`src/rtl/bus_transfer_ctrl_pkg.sv`:
```
`default_nettype none
// ============================================================================
// Module      : bus_transfer_ctrl_pkg
// Description : Shared definitions for the CPU bus initiator and the bus
//               multiplexer. It holds the agent codes, the agent count, the
//               mask of read-only agents and the transfer FSM encoding.
// Ports       : none (package)
// Revision    : 1.0 - initial release
// ============================================================================
package bus_transfer_ctrl_pkg;

    // Number of bus agents. Valid codes are 0 .. NUM_SEL-1.
    localparam int NUM_SEL = 24;

    // Agent codes. These are shared with the bus multiplexer's priority encoder.
    localparam logic [4:0] SEL_GP0    = 5'd0;
    localparam logic [4:0] SEL_GP1    = 5'd1;
    localparam logic [4:0] SEL_GP2    = 5'd2;
    localparam logic [4:0] SEL_GP3    = 5'd3;
    localparam logic [4:0] SEL_GP4    = 5'd4;
    localparam logic [4:0] SEL_GP5    = 5'd5;
    localparam logic [4:0] SEL_GP6    = 5'd6;
    localparam logic [4:0] SEL_GP7    = 5'd7;
    localparam logic [4:0] SEL_GP8    = 5'd8;
    localparam logic [4:0] SEL_GP9    = 5'd9;
    localparam logic [4:0] SEL_GP10   = 5'd10;
    localparam logic [4:0] SEL_GP11   = 5'd11;
    localparam logic [4:0] SEL_GP12   = 5'd12;
    localparam logic [4:0] SEL_GP13   = 5'd13;
    localparam logic [4:0] SEL_GP14   = 5'd14;
    localparam logic [4:0] SEL_GP15   = 5'd15;
    localparam logic [4:0] SEL_HI     = 5'd16;
    localparam logic [4:0] SEL_LO     = 5'd17;
    localparam logic [4:0] SEL_ZHI    = 5'd18;
    localparam logic [4:0] SEL_ZLO    = 5'd19;
    localparam logic [4:0] SEL_PC     = 5'd20;
    localparam logic [4:0] SEL_MDR    = 5'd21;
    localparam logic [4:0] SEL_INPORT = 5'd22;
    localparam logic [4:0] SEL_C      = 5'd23;

    // These agents can drive the bus but must never be a write destination.
    // The set is zhi, zlo, inport and c.
    localparam logic [23:0] RO_MASK = 24'hCC0000;

    // Transfer FSM encoding.
    typedef enum logic [1:0] {
        ST_IDLE   = 2'd0,
        ST_DRIVE  = 2'd1,
        ST_WRITE  = 2'd2,
        ST_FINISH = 2'd3
    } state_e;

endpackage : bus_transfer_ctrl_pkg
`default_nettype wire

```
`src/rtl/bus_transfer_ctrl_sel_decoder.sv`:
```
`default_nettype none
// ============================================================================
// Module      : bus_transfer_ctrl_sel_decoder
// Description : Converts a 5-bit agent code to a NUM_SEL-wide one-hot vector.
//               A code outside 0..NUM_SEL-1 decodes to all zeros, and the
//               caller uses that as an "invalid code" indication.
// Ports       : code_i   [4:0]          agent code
//               onehot_o [NUM_SEL-1:0]  one-hot decode (zero if out of range)
// Revision    : 1.0 - initial release
// ============================================================================
module bus_transfer_ctrl_sel_decoder #(
    parameter int NUM_SEL = 24
) (
    input  logic [4:0]         code_i,
    output logic [NUM_SEL-1:0] onehot_o
);

    for (genvar g = 0; g < NUM_SEL; g++) begin : g_dec
        assign onehot_o[g] = (code_i == 5'(g));
    end

endmodule : bus_transfer_ctrl_sel_decoder
`default_nettype wire

```
`src/rtl/bus_transfer_ctrl.sv`:
```
`default_nettype none
// ============================================================================
// Module      : bus_transfer_ctrl
// Description : Initiator side of the shared 32-bit CPU bus. It turns a
//               register-to-register move request into timed one-hot strobes.
//               The source output enable is driven alone for SETTLE_CYCLES
//               cycles. The destination write enable is then raised for one
//               cycle together with the source enable.
// Ports       : clk            system clock, rising edge
//               clear          asynchronous active-high reset
//               start          transfer request
//               src_sel [4:0]  source agent code
//               dst_sel [4:0]  destination agent code
//               out_en  [N-1]  one-hot source output enables
//               in_en   [N-1]  one-hot destination write enables
//               busy           transfer in progress
//               done           one-cycle pulse on completion
//               err            one-cycle pulse on rejected request
// Revision    : 1.0 - initial release
// ============================================================================
module bus_transfer_ctrl #(
    parameter int SETTLE_CYCLES = 1,   // legal range 1..7 (3-bit counter)
    parameter int NUM_SEL       = bus_transfer_ctrl_pkg::NUM_SEL
) (
    input  logic               clk,
    input  logic               clear,
    input  logic               start,
    input  logic [4:0]         src_sel,
    input  logic [4:0]         dst_sel,
    output logic [NUM_SEL-1:0] out_en,
    output logic [NUM_SEL-1:0] in_en,
    output logic               busy,
    output logic               done,
    output logic               err
);

    import bus_transfer_ctrl_pkg::*;

    localparam logic [2:0]         SETTLE_LAST = 3'(SETTLE_CYCLES);
    localparam logic [NUM_SEL-1:0] RO_MASK_N   = NUM_SEL'(RO_MASK);

    logic [NUM_SEL-1:0] w_src_oh;
    logic [NUM_SEL-1:0] w_dst_oh;
    logic               w_req_ok;

    state_e             state_q;
    logic [2:0]         cnt_q;
    logic [NUM_SEL-1:0] dst_oh_q;
    logic [NUM_SEL-1:0] out_en_q;
    logic [NUM_SEL-1:0] in_en_q;
    logic               busy_q;
    logic               done_q;
    logic               err_q;

    bus_transfer_ctrl_sel_decoder #(.NUM_SEL(NUM_SEL)) u_src_dec (
        .code_i   (src_sel),
        .onehot_o (w_src_oh)
    );

    bus_transfer_ctrl_sel_decoder #(.NUM_SEL(NUM_SEL)) u_dst_dec (
        .code_i   (dst_sel),
        .onehot_o (w_dst_oh)
    );

    // An out-of-range code decodes to zero. Therefore "non-zero decode" doubles
    // as the range check, and the read-only test only needs the mask.
    assign w_req_ok = (|w_src_oh) && (|w_dst_oh) && !(|(w_dst_oh & RO_MASK_N));

    // The decoded source one-hot is latched straight into out_en_q, so out_en_q
    // itself remembers the source. Only the destination needs its own register.
    always_ff @(posedge clk or posedge clear) begin
        if (clear) begin
            state_q  <= ST_IDLE;
            cnt_q    <= 3'd0;
            dst_oh_q <= '0;
            out_en_q <= '0;
            in_en_q  <= '0;
            busy_q   <= 1'b0;
            done_q   <= 1'b0;
            err_q    <= 1'b0;
        end else begin
            done_q <= 1'b0;
            err_q  <= 1'b0;
            case (state_q)
                // FINISH accepts a new request exactly as IDLE does. This
                // allows back-to-back transfers.
                ST_IDLE, ST_FINISH: begin
                    state_q  <= ST_IDLE;
                    out_en_q <= '0;
                    in_en_q  <= '0;
                    busy_q   <= 1'b0;
                    if (start) begin
                        if (w_req_ok) begin
                            state_q  <= ST_DRIVE;
                            out_en_q <= w_src_oh;
                            dst_oh_q <= w_dst_oh;
                            busy_q   <= 1'b1;
                            cnt_q    <= 3'd1;
                        end else begin
                            err_q <= 1'b1;
                        end
                    end
                end
                // cnt_q counts the DRIVE cycles already presented on the outputs.
                ST_DRIVE: begin
                    if (cnt_q == SETTLE_LAST) begin
                        state_q <= ST_WRITE;
                        in_en_q <= dst_oh_q;
                    end else begin
                        cnt_q <= cnt_q + 3'd1;
                    end
                end
                ST_WRITE: begin
                    state_q  <= ST_FINISH;
                    out_en_q <= '0;
                    in_en_q  <= '0;
                    busy_q   <= 1'b0;
                    done_q   <= 1'b1;
                end
                default: begin
                    state_q  <= ST_IDLE;
                    out_en_q <= '0;
                    in_en_q  <= '0;
                    busy_q   <= 1'b0;
                end
            endcase
        end
    end

    assign out_en = out_en_q;
    assign in_en  = in_en_q;
    assign busy   = busy_q;
    assign done   = done_q;
    assign err    = err_q;

endmodule : bus_transfer_ctrl
`default_nettype wire

```
`config.mk`:
```
export PLATFORM = sky130hd
export DESIGN_NAME = bus_transfer_ctrl
export DESIGN_NICKNAME = d
export VERILOG_FILES = /design/src/rtl/bus_transfer_ctrl_pkg.sv /design/src/rtl/bus_transfer_ctrl_sel_decoder.sv /design/src/rtl/bus_transfer_ctrl.sv
export SDC_FILE = /design/constraint.sdc
export NUM_CORES = 1
export LEC_CHECK = 0
export BUFFER_PORTS_ARGS = -buffer_cell sky130_fd_sc_hd__buf_2
export CORE_UTILIZATION = 59
export CTS_CLUSTER_SIZE = 30
export DETAILED_ROUTE_END_ITERATION = 10
export PLACE_DENSITY = 0.88
export SLEW_MARGIN = 20
export SYNTH_ARGS = -nofsm -noshare
export SYNTH_HDL_FRONTEND = slang
export SYNTH_SLANG_ARGS = --single-unit
```
`constraint.sdc`:
```
create_clock -name clk -period 6.89 [get_ports clk]
set_input_delay 0.689 -clock clk [delete_from_list [all_inputs] [get_ports clk]]
set_output_delay 0.689 -clock clk [all_outputs]
set_load 0.05 [all_outputs]
```
==> flow_summary.ini <==
[status]
outcome = finished, final reports clean

[clock_network]
cts_buffer_depth = 2
post-cts-setup-buffers = 0
clk_pin_slew_ns = 0.08
cts.hold.buffers_added = 0
clk_latency_ns = 0.35
cts_tree = yes
cts_root_buf = clkbuf_8
htree_levels = 3
cts_sinks = 80
cts_made_buffers = 9
cts_resized = 0

[logic_synthesis]
synth-seq-cells = 80
synthesis.instances = 326
synthesis.nets = 344
avgSynthCellArea_um2 = 10.1
synth_cell_types = 34
netlist_area_mm2 = 0.00328
ys_warn_count = 0
yosysSeqAreaShare_pct = 61.0

[cells_and_area]
fillers = 354
layout_commonest_cell = nand2_1
final_cell_mix = nand2_1, dfrtp_1, buf_2
layout.nets = 403
drive_gt1_share_pct = 24.4
diodes = 0
syn2layout_area_growth_pct = 18.9

[global_routing]
grt_util_all_layers_pct = 26.8
overflow = 0
antenna_found_initial = 0
grt_pass1_vias = 2498
grt_max_degree = 81
grt_pass1_wl_mm = 12.1

[routing]
wl_per_cell_um = 15.6
drt_iter0_markers = 218
ant_nets = 0
drc = 0
vias_per_cell = 5.62
drt-total-wl_mm = 7.17
via_count = 2587
dr.pass1.iters = 5

[floorplan]
num_rows = 26
die-area_mm2 = 0.00587
die_h_um = 76.6
core_area_mm2 = 0.00524
initial_core_util_pct = 62.7
io_pins = 64
dieWidth_um = 76.6

[critical_path]
path_class = flip-flop to flip-flop
cp.required_ns = 7.11
endpoint_kind = flip-flop
critPathMaxFanout = 36
cpMaxStageDelayCell = or3_1
r2r_start = state_q[0]
arrival_ns = 2.55
crit_chain = inv_1 -> ha_1 -> inv_1 -> or3_1 -> buf_4 -> o41ai_1
cpPeakStageDelay_ns = 0.54
cp-startpoint = state_q[0]
reg2reg_depth = 6
critical_path.most_common_cell = inv_1
start_kind = flip-flop

[place]
port_buffers = 63
hpwl_mm = 4.65
place.gp.congestion = 0.841
post-place-ws_ns = 4.52

[sta]
hold_slack_ns = 0.480
maxSlewViolCount = 0
slew_headroom_pct = 35.0
hold_viol = 0
period_share_pct = 33.9
rsz0062_at_grt = false
fin_skew_ns = 0.00556
fin_setup_tns_ns = 0
setup_ws_ns = 4.56
setup_viol = 0
max_freq_mhz = 429
max_slew.worst_pin.slew_ns = 0.975
period_needed_ns = 2.33

[hold_path]
whs_path_depth = 2
hp-class = flip-flop to flip-flop
min_from = out_en[21]

[pwr]
p_leak_nw = 1.93
p_per_area_mw_per_mm2 = 290
total_power_mw = 1.13
worst_ir_drop_vdd_mv = 0.272

[flow_run]
drv_cap = 0
-- logic make-up after synthesis --
family                     Yosys count  share of synthesized area [%]
DFF                                 80                           61.0
AOI/OAI and AO/OA                   83                           16.5
and+or+nand+nor                    130                           17.4
adders and majority gates            5                           1.91
buffers and inverters               28                           3.28
-- critical path: cells and delay by family (launching register included) --
kind | cells | cell delay [ns]
fa+ha+maj | 1 | 0.33
flops | 1 | 0.40
simple gates | 1 | 0.54
buf+inv | 3 | 0.49
compound gates | 1 | 0.43
-- stage by stage --
| stage | utilization, % | instance area, um2 | std cells |
|---|---|---|---|
| 4_1_cts | 74.6 | 3910 | 460 |
| 2_1_floorplan | - | 3280 | 326 |
| 6_report | 74.6 | 3910 | 460 |
| 3_3_place_gp | 69.6 | 3650 | 443 |
| 5_1_grt | 74.6 | 3910 | 460 |
| 3_5_place_dp | 70.1 | 3670 | 444 |
-- flip-flops by register name, indices dropped and copies added (netlist names) --
signal,flops
busy,1
dst_oh_q,24
err,1
state_q,2
in_en,24
cnt_q,3
out_en,24
done,1
-- final cells by class --
| cell class | instances | area [um2] | area share [%] |
|---|---|---|---|
| timing repair buffer | 67 | 365 | 9.36 |
| clock buffer | 12 | 155 | 3.97 |
| inverter | 9 | 33.8 | 0.865 |
| sequential | 80 | 2000 | 51.3 |
| tap | 70 | 87.6 | 2.24 |
| multi-input combinational | 218 | 1180 | 30.3 |
| clock inverter | 4 | 76.3 | 1.95 |
-- worst paths after layout --
kind | end | slack [ns]
hold / removal | out_en[21] | 0.48
min in group asynchronous | out_en[20] | 0.64
max in group asynchronous | busy | 5.63
setup / recovery | dst_oh_q[17] | 4.56
hold reg to reg | out_en[21] | 0.48
setup reg to reg | dst_oh_q[17] | 4.56
-- routing by layer --
layer | GRT usage (%) | up-vias | routed length [um]
met5 | 0 | - | 0
met4 | 13.8 | 0 | 146
met3 | 4.79 | 14 | 375
met2 | 43.1 | 91 | 3590
met1 | 34.9 | 1248 | 3060
li1 | - | 1234 | -
-- synthesized netlist by cell type (all sizes together) --
cell type / n / area, um2
nand3: 1 / 5.00
o41ai: 2 / 17.5
nand4: 1 / 6.26
nand2b: 4 / 25.0
buf: 2 / 10.0
nor4: 1 / 6.26
ha: 5 / 62.6
clkbuf: 17 / 63.8
a21bo: 1 / 10.0
or4: 2 / 15.0
o31ai: 29 / 218
and2: 4 / 25.0
a21o: 1 / 7.51
o21a: 2 / 15.0
nand3b: 4 / 30.0
and3: 1 / 6.26
a2bb2oi: 2 / 17.5
a22oi: 1 / 7.51
o21ai: 40 / 219
or3b: 2 / 17.5
nor2: 4 / 15.0
a311oi: 1 / 8.76
inv: 9 / 33.8
dfrtp: 80 / 2000
or3: 2 / 12.5
or4b: 1 / 10.0
nand2: 100 / 375
or2: 3 / 21.3
a21oi: 4 / 20.0
-- report_power, final --
group / switching, mW / internal, mW
sequential: 0.0191 / 0.501
clock: 0.166 / 0.225
combinational: 0.167 / 0.0548
total: 0.353 / 0.780
(Power assumes the default switching activity.)
